<file path="config.mk">
export PLATFORM = sky130hd
export DESIGN_NAME = clk_div_gen_flat
export DESIGN_NICKNAME = d
export VERILOG_FILES = /design/src/rtl/clk_div_gen_pkg.sv /design/src/rtl/clk_div_gen_if.sv /design/src/rtl/clk_div_halfcyc.sv /design/src/rtl/clk_div_gen.sv /design/src/flat_wrapper.sv
export SDC_FILE = /design/constraint.sdc
export NUM_CORES = 1
export LEC_CHECK = 0
export CAP_MARGIN = 10
export CORE_UTILIZATION = 59
export CTS_CLUSTER_DIAMETER = 30
export DETAILED_ROUTE_END_ITERATION = 12
export PLACE_DENSITY_LB_ADDON = 0.25
export REMOVE_ABC_BUFFERS = 1
export SYNTH_ARGS = -nofsm -noshare
export SYNTH_HDL_FRONTEND = slang
export SYNTH_HIERARCHICAL = 1
export SYNTH_SLANG_ARGS = --single-unit
</file>
<file path="constraint.sdc">
create_clock -name i_ref_clk -period 7.7 [get_ports i_ref_clk]
set_input_delay 0.77 -clock i_ref_clk [delete_from_list [all_inputs] [get_ports i_ref_clk]]
set_output_delay 0.77 -clock i_ref_clk [all_outputs]
set_load 0.02 [all_outputs]
</file>
<file path="src/rtl/clk_div_gen_pkg.sv">
// rtl/clk_div_gen_pkg.sv - shared width default and FSM state encoding for the clock divider
package clk_div_gen_pkg;

    localparam int DIV_W_DEF = 8;

    typedef enum logic [1:0] {
        ST_IDLE   = 2'd0,
        ST_RUN    = 2'd1,
        ST_BYPASS = 2'd2
    } state_t;

endpackage

</file>
<file path="src/rtl/clk_div_gen_if.sv">
// rtl/clk_div_gen_if.sv - control and divided-clock signal bundle for clk_div_gen
interface clk_div_gen_if #(
    parameter int DIV_W = clk_div_gen_pkg::DIV_W_DEF
);

    logic             i_clk_en;
    logic [DIV_W-1:0] i_divide_ratio;
    logic             o_div_clk;
    logic             o_period_tick;
    logic             o_active;
    logic [DIV_W-1:0] o_ratio_cur;

    modport master (
        output i_clk_en,
        output i_divide_ratio,
        input  o_div_clk,
        input  o_period_tick,
        input  o_active,
        input  o_ratio_cur
    );

    modport slave (
        input  i_clk_en,
        input  i_divide_ratio,
        output o_div_clk,
        output o_period_tick,
        output o_active,
        output o_ratio_cur
    );

endinterface

</file>
<file path="src/rtl/clk_div_halfcyc.sv">
// rtl/clk_div_halfcyc.sv - negedge odd-ratio stretch and glitch-free bypass mux
module clk_div_halfcyc
    import clk_div_gen_pkg::*;
(
    input  logic   i_ref_clk,
    input  logic   i_rst,
    input  logic   div_q,
    input  logic   stretch_en,
    input  state_t state,
    output logic   div_clk
);

    logic neg_q;
    logic byp_sel;

    // Select only moves while i_ref_clk is low, so the mux never cuts a ref pulse.
    always_ff @(negedge i_ref_clk or posedge i_rst) begin
        if (i_rst) begin
            neg_q   <= 1'b0;
            byp_sel <= 1'b0;
        end else begin
            neg_q   <= div_q & stretch_en;
            byp_sel <= (state == ST_BYPASS);
        end
    end

    assign div_clk = byp_sel ? i_ref_clk : (div_q | neg_q);

endmodule

</file>
<file path="src/rtl/clk_div_gen.sv">
// rtl/clk_div_gen.sv - parametrised integer clock divider with bypass and odd-ratio duty fix
module clk_div_gen
    import clk_div_gen_pkg::*;
#(
    parameter int DIV_W        = DIV_W_DEF,
    parameter bit ODD_DUTY_FIX = 1'b1
) (
    input  logic         i_ref_clk,
    input  logic         i_rst,
    clk_div_gen_if.slave bus
);

    localparam logic [DIV_W-1:0] ONE = DIV_W'(1);

    state_t           state;
    logic [DIV_W-1:0] cnt;
    logic [DIV_W-1:0] ratio_q;
    logic [DIV_W-1:0] ratio_in;
    logic [DIV_W-1:0] cnt_inc;
    logic [DIV_W-1:0] k_half;
    logic             at_tc;
    logic             div_q;
    logic             tick_q;
    logic             active_q;
    logic             stretch_en;
    logic             div_clk;

    assign ratio_in   = (bus.i_divide_ratio == '0) ? ONE : bus.i_divide_ratio;
    assign at_tc      = (cnt == (ratio_q - ONE));
    assign cnt_inc    = cnt + ONE;
    assign k_half     = ratio_q >> 1;
    assign stretch_en = ODD_DUTY_FIX & ratio_q[0];

    always_ff @(posedge i_ref_clk or posedge i_rst) begin
        if (i_rst) begin
            state    <= ST_IDLE;
            cnt      <= '0;
            ratio_q  <= '0;
            div_q    <= 1'b0;
            tick_q   <= 1'b0;
            active_q <= 1'b0;
        end else begin
            tick_q <= 1'b0;
            case (state)
                ST_IDLE: begin
                    ratio_q  <= ratio_in;
                    cnt      <= '0;
                    div_q    <= 1'b0;
                    active_q <= 1'b0;
                    if (bus.i_clk_en) begin
                        if (ratio_in == ONE) begin
                            state <= ST_BYPASS;
                        end else begin
                            state    <= ST_RUN;
                            div_q    <= 1'b1;
                            tick_q   <= 1'b1;
                            active_q <= 1'b1;
                        end
                    end
                end
                ST_RUN: begin
                    // Ratio and enable are only honoured at the period boundary.
                    if (at_tc) begin
                        ratio_q <= ratio_in;
                        cnt     <= '0;
                        if (!bus.i_clk_en) begin
                            state    <= ST_IDLE;
                            div_q    <= 1'b0;
                            active_q <= 1'b0;
                        end else if (ratio_in == ONE) begin
                            state    <= ST_BYPASS;
                            div_q    <= 1'b0;
                            active_q <= 1'b0;
                        end else begin
                            div_q  <= 1'b1;
                            tick_q <= 1'b1;
                        end
                    end else begin
                        cnt   <= cnt_inc;
                        div_q <= (cnt_inc < k_half);
                    end
                end
                ST_BYPASS: begin
                    ratio_q  <= ratio_in;
                    cnt      <= '0;
                    div_q    <= 1'b0;
                    active_q <= 1'b0;
                    if (!bus.i_clk_en || (ratio_in != ONE)) begin
                        state <= ST_IDLE;
                    end
                end
                default: begin
                    state <= ST_IDLE;
                end
            endcase
        end
    end

    clk_div_halfcyc u_halfcyc (
        .i_ref_clk  (i_ref_clk),
        .i_rst      (i_rst),
        .div_q      (div_q),
        .stretch_en (stretch_en),
        .state      (state),
        .div_clk    (div_clk)
    );

    assign bus.o_div_clk     = div_clk;
    assign bus.o_period_tick = tick_q;
    assign bus.o_active      = active_q;
    assign bus.o_ratio_cur   = ratio_q;

endmodule

</file>
<file path="src/flat_wrapper.sv">
// flat-port wrapper written by rule: the top's interface ports become plain ports
module clk_div_gen_flat import clk_div_gen_pkg::*;
#(
    parameter int DIV_W        = DIV_W_DEF,
    parameter bit ODD_DUTY_FIX = 1'b1
)
  (i_ref_clk, i_rst, bus_i_clk_en, bus_i_divide_ratio, bus_o_div_clk, bus_o_period_tick, bus_o_active, bus_o_ratio_cur);
  clk_div_gen_if #(.DIV_W(DIV_W)) bus_i ();
  input  logic i_ref_clk;
  input  logic i_rst;
  input wire logic [$bits(bus_i.i_clk_en)-1:0] bus_i_clk_en;
  input wire logic [$bits(bus_i.i_divide_ratio)-1:0] bus_i_divide_ratio;
  output wire logic [$bits(bus_i.o_div_clk)-1:0] bus_o_div_clk;
  output wire logic [$bits(bus_i.o_period_tick)-1:0] bus_o_period_tick;
  output wire logic [$bits(bus_i.o_active)-1:0] bus_o_active;
  output wire logic [$bits(bus_i.o_ratio_cur)-1:0] bus_o_ratio_cur;
  assign bus_i.i_clk_en = bus_i_clk_en;
  assign bus_i.i_divide_ratio = bus_i_divide_ratio;
  assign bus_o_div_clk = bus_i.o_div_clk;
  assign bus_o_period_tick = bus_i.o_period_tick;
  assign bus_o_active = bus_i.o_active;
  assign bus_o_ratio_cur = bus_i.o_ratio_cur;
  clk_div_gen #(.DIV_W(DIV_W), .ODD_DUTY_FIX(ODD_DUTY_FIX)) u_core (.i_ref_clk(i_ref_clk), .i_rst(i_rst), .bus(bus_i));
endmodule
</file>
==> out/metrics.cfg <==
[pwr]
p_leak_nw=0.8247
irDropWorstVdd_uv=251.6
p_per_area_nw_per_um2=350.0

[grt]
antenna_found_initial=0
grt_pass1_wl_um=6023
grt-ovfl-total=0
grtUsageTotal=0.2895
grt_pass1_vias=1404
grt_max_degree=22

[timing]
setup_viol=0
report.final.slew_viol_count=0
skew_ns=0.01178
slew_headroom=0.4413
setup_ws_ns=1.479
timing.setup.tns_ns=0
rsz0062_at_grt=false
worstMarginPinSlew_ns=0.8372
hold_viol_final=0

[clocking]
cts.repair.resized=0
cts_setup_buffers=0
ctsHoldBuffers=0
clk_pin_slew_ns=0.12
worstSkewPairLatency_ns=0.42
cts_tree=built

[run]
maxCapViolCount=0

[route]
viasPerCell=6.158
first_pass_iters=4
vias=1441
wl_per_cell_um=15.59
drcViolationCount=0
detail-route-antenna-nets=0
drt_iter0_drc=40
drt-total-wl_um=3647

[critical_path]
path_buf_inv=1
path_class=register to primary output
start_kind=register
arrival_ns=5.45
cp-startpoint=u_core/u_halfcyc/byp_sel$_DFF_NP0_
cpPeakStageDelay_ns=0.62
r2r_start=u_core/bus.o_ratio_cur[0]$_DFFE_PP0P_
required_ns=6.93
cp-end-kind=primary output
cpMaxStageDelayCell=clkdlybuf4s50_1
reg2reg_slack_ns=3.02
worstPathCellList=nand2_1 -> o21ai_1 -> clkdlybuf4s50_1
cp_top_family=buffers and inverters
worstPathMaxFanout=2

[floorplan]
die_x_um=54.69
row_count=18
dieArea_um2=2990
start_util=0.6436
chipHeight_um=54.69
core_um2=2545
io_pins=22

[yosys]
yosysWarningCount=6
netlist_area_um2=1638
synth_area_leader_cell=dfrtp_1
async_reset_ff_frac=1.000
ys.flop_type=dfrtp_1
synth_top_area_frac=0.3209
ys_top_cells_by_area=dfrtp_1, ha_1, xnor2_1
yosysUniqueCellTypes=44
avgSynthCellArea_um2=8.853
syn_inst=185
synth.ff_latch_count=23
synth_edf_count=0
synth-seq-area-share=0.3514

[layout]
fillers=192
area_delta_synth_final_pct=15.43
n_antenna_cell=0
fin_nets=229
final_layout_size_suffix_gt1_frac=0.08824
final_cells=234

[min_path]
hold_class=register to register
worstHoldStart=u_core/bus.o_active$_DFFE_PP0P_

[placed_design]
hpwl_um=2636
gp_congestion=0.9022
dp.cells=227
pre_cts_ws_ns=1.969
port_buffers=21

[outcome]
status=finished, final reports clean

## cells in the final DEF, fill, tap and decap left out, drive strengths merged, types with 2 or more instances in the layout
cell type,n
nand4,4
dfrtp,21
nor4,4
dfrtn,2
nor2b,4
mux2i,2
ha,13
xor2,5
a21oi,9
mux2,7
inv,16
nand2,15
nor2,7
a21o,2
nor3,5
clkdlybuf4s50,21
nand3,12
clkbuf,7
o21ai,17
xnor2,11
## stage by stage
stage / util / hold WS [ns] / instance area, µm² / power (W)
floorplan: - / 0.4984 / 1594 / 0.0004564
global placement: 0.7237 / 0.5161 / 1842 / 0.0005614
detailed placement: 0.7237 / 0.5315 / 1842 / 0.0005792
CTS: 0.7429 / 0.5587 / 1891 / 0.0006591
global route: 0.7429 / 0.6071 / 1891 / 0.0007133
finish: 0.7429 / 0.5513 / 1891 / 0.0006616
## layout make-up
type                            count  area [µm²]  share of cell area
Timing Repair Buffer               20       200.2              0.1059
Sequential cell                    23       575.6              0.3044
Multi-Input combinational cell    137       958.4              0.5069
Inverter                           16       60.06             0.03177
Tap cell                           30       37.54             0.01985
Clock buffer                        8       58.81             0.03111
## final timing paths
check | cells after the start | endpoint
setup / recovery | 3 | bus_o_div_clk
hold / removal | 2 | u_core/bus.o_active$_DFFE_PP0P_
setup reg to reg | 1 | u_core/u_halfcyc/neg_q$_DFF_NP0_
hold reg to reg | 2 | u_core/bus.o_active$_DFFE_PP0P_
max in group asynchronous | 2 | u_core/u_halfcyc/neg_q$_DFF_NP0_
min in group asynchronous | 2 | u_core/bus.o_ratio_cur[2]$_DFFE_PP0P_
## kinds of logic (layout without fill, tap and decap cells)
group / count (synthesis) / count (layout) / synth area share
xor gates and xnor gates: 16 / 16 / 0.08556
muxes: 9 / 9 / 0.06035
AOI/OAI and AO/OA: 38 / 38 / 0.1467
DFF: 23 / 23 / 0.3514
buffers and inverters: 25 / 44 / 0.06341
and+or+nand+nor: 61 / 61 / 0.1933
adders and majority gates: 13 / 13 / 0.09931
## sequential cells by signal (all words and copies together), names as in the netlist
signal and count:
u_core/bus.o_active 1, u_core/bus.o_period_tick 1, u_core/bus.o_ratio_cur 8, u_core/cnt 8
u_core/div_q 1, u_core/state 2, u_core/u_halfcyc/byp_sel 1, u_core/u_halfcyc/neg_q 1
## layer usage
layer,share of wire,track usage,wire (µm)
met1,0.45,0.3663,1655
met2,0.44,0.4177,1618
met3,0.076,0.07778,277
met4,0.026,0.2094,95
met5,0,0,0
## where the power goes
group          internal, W  switching [W]
clock            0.0000441      0.0000468
combinational     0.000169       0.000175
sequential        0.000159      0.0000681
total             0.000372       0.000290
## Yosys cell counts, types with 2 or more instances
master	count
ha_1	13
buf_2	2
nor4_1	4
a21o_1	2
dfrtn_1	2
nand2_1	15
nor2b_1	4
mux2i_1	2
xnor2_1	11
a21oi_1	8
mux2_2	7
nor3_1	5
nand4_1	4
o21ai_0	16
clkbuf_1	5
nand3_1	12
dfrtp_1	21
inv_1	16
nor2_1	7
xor2_1	5
No activity file was read; power rests on OpenSTA's default activity.
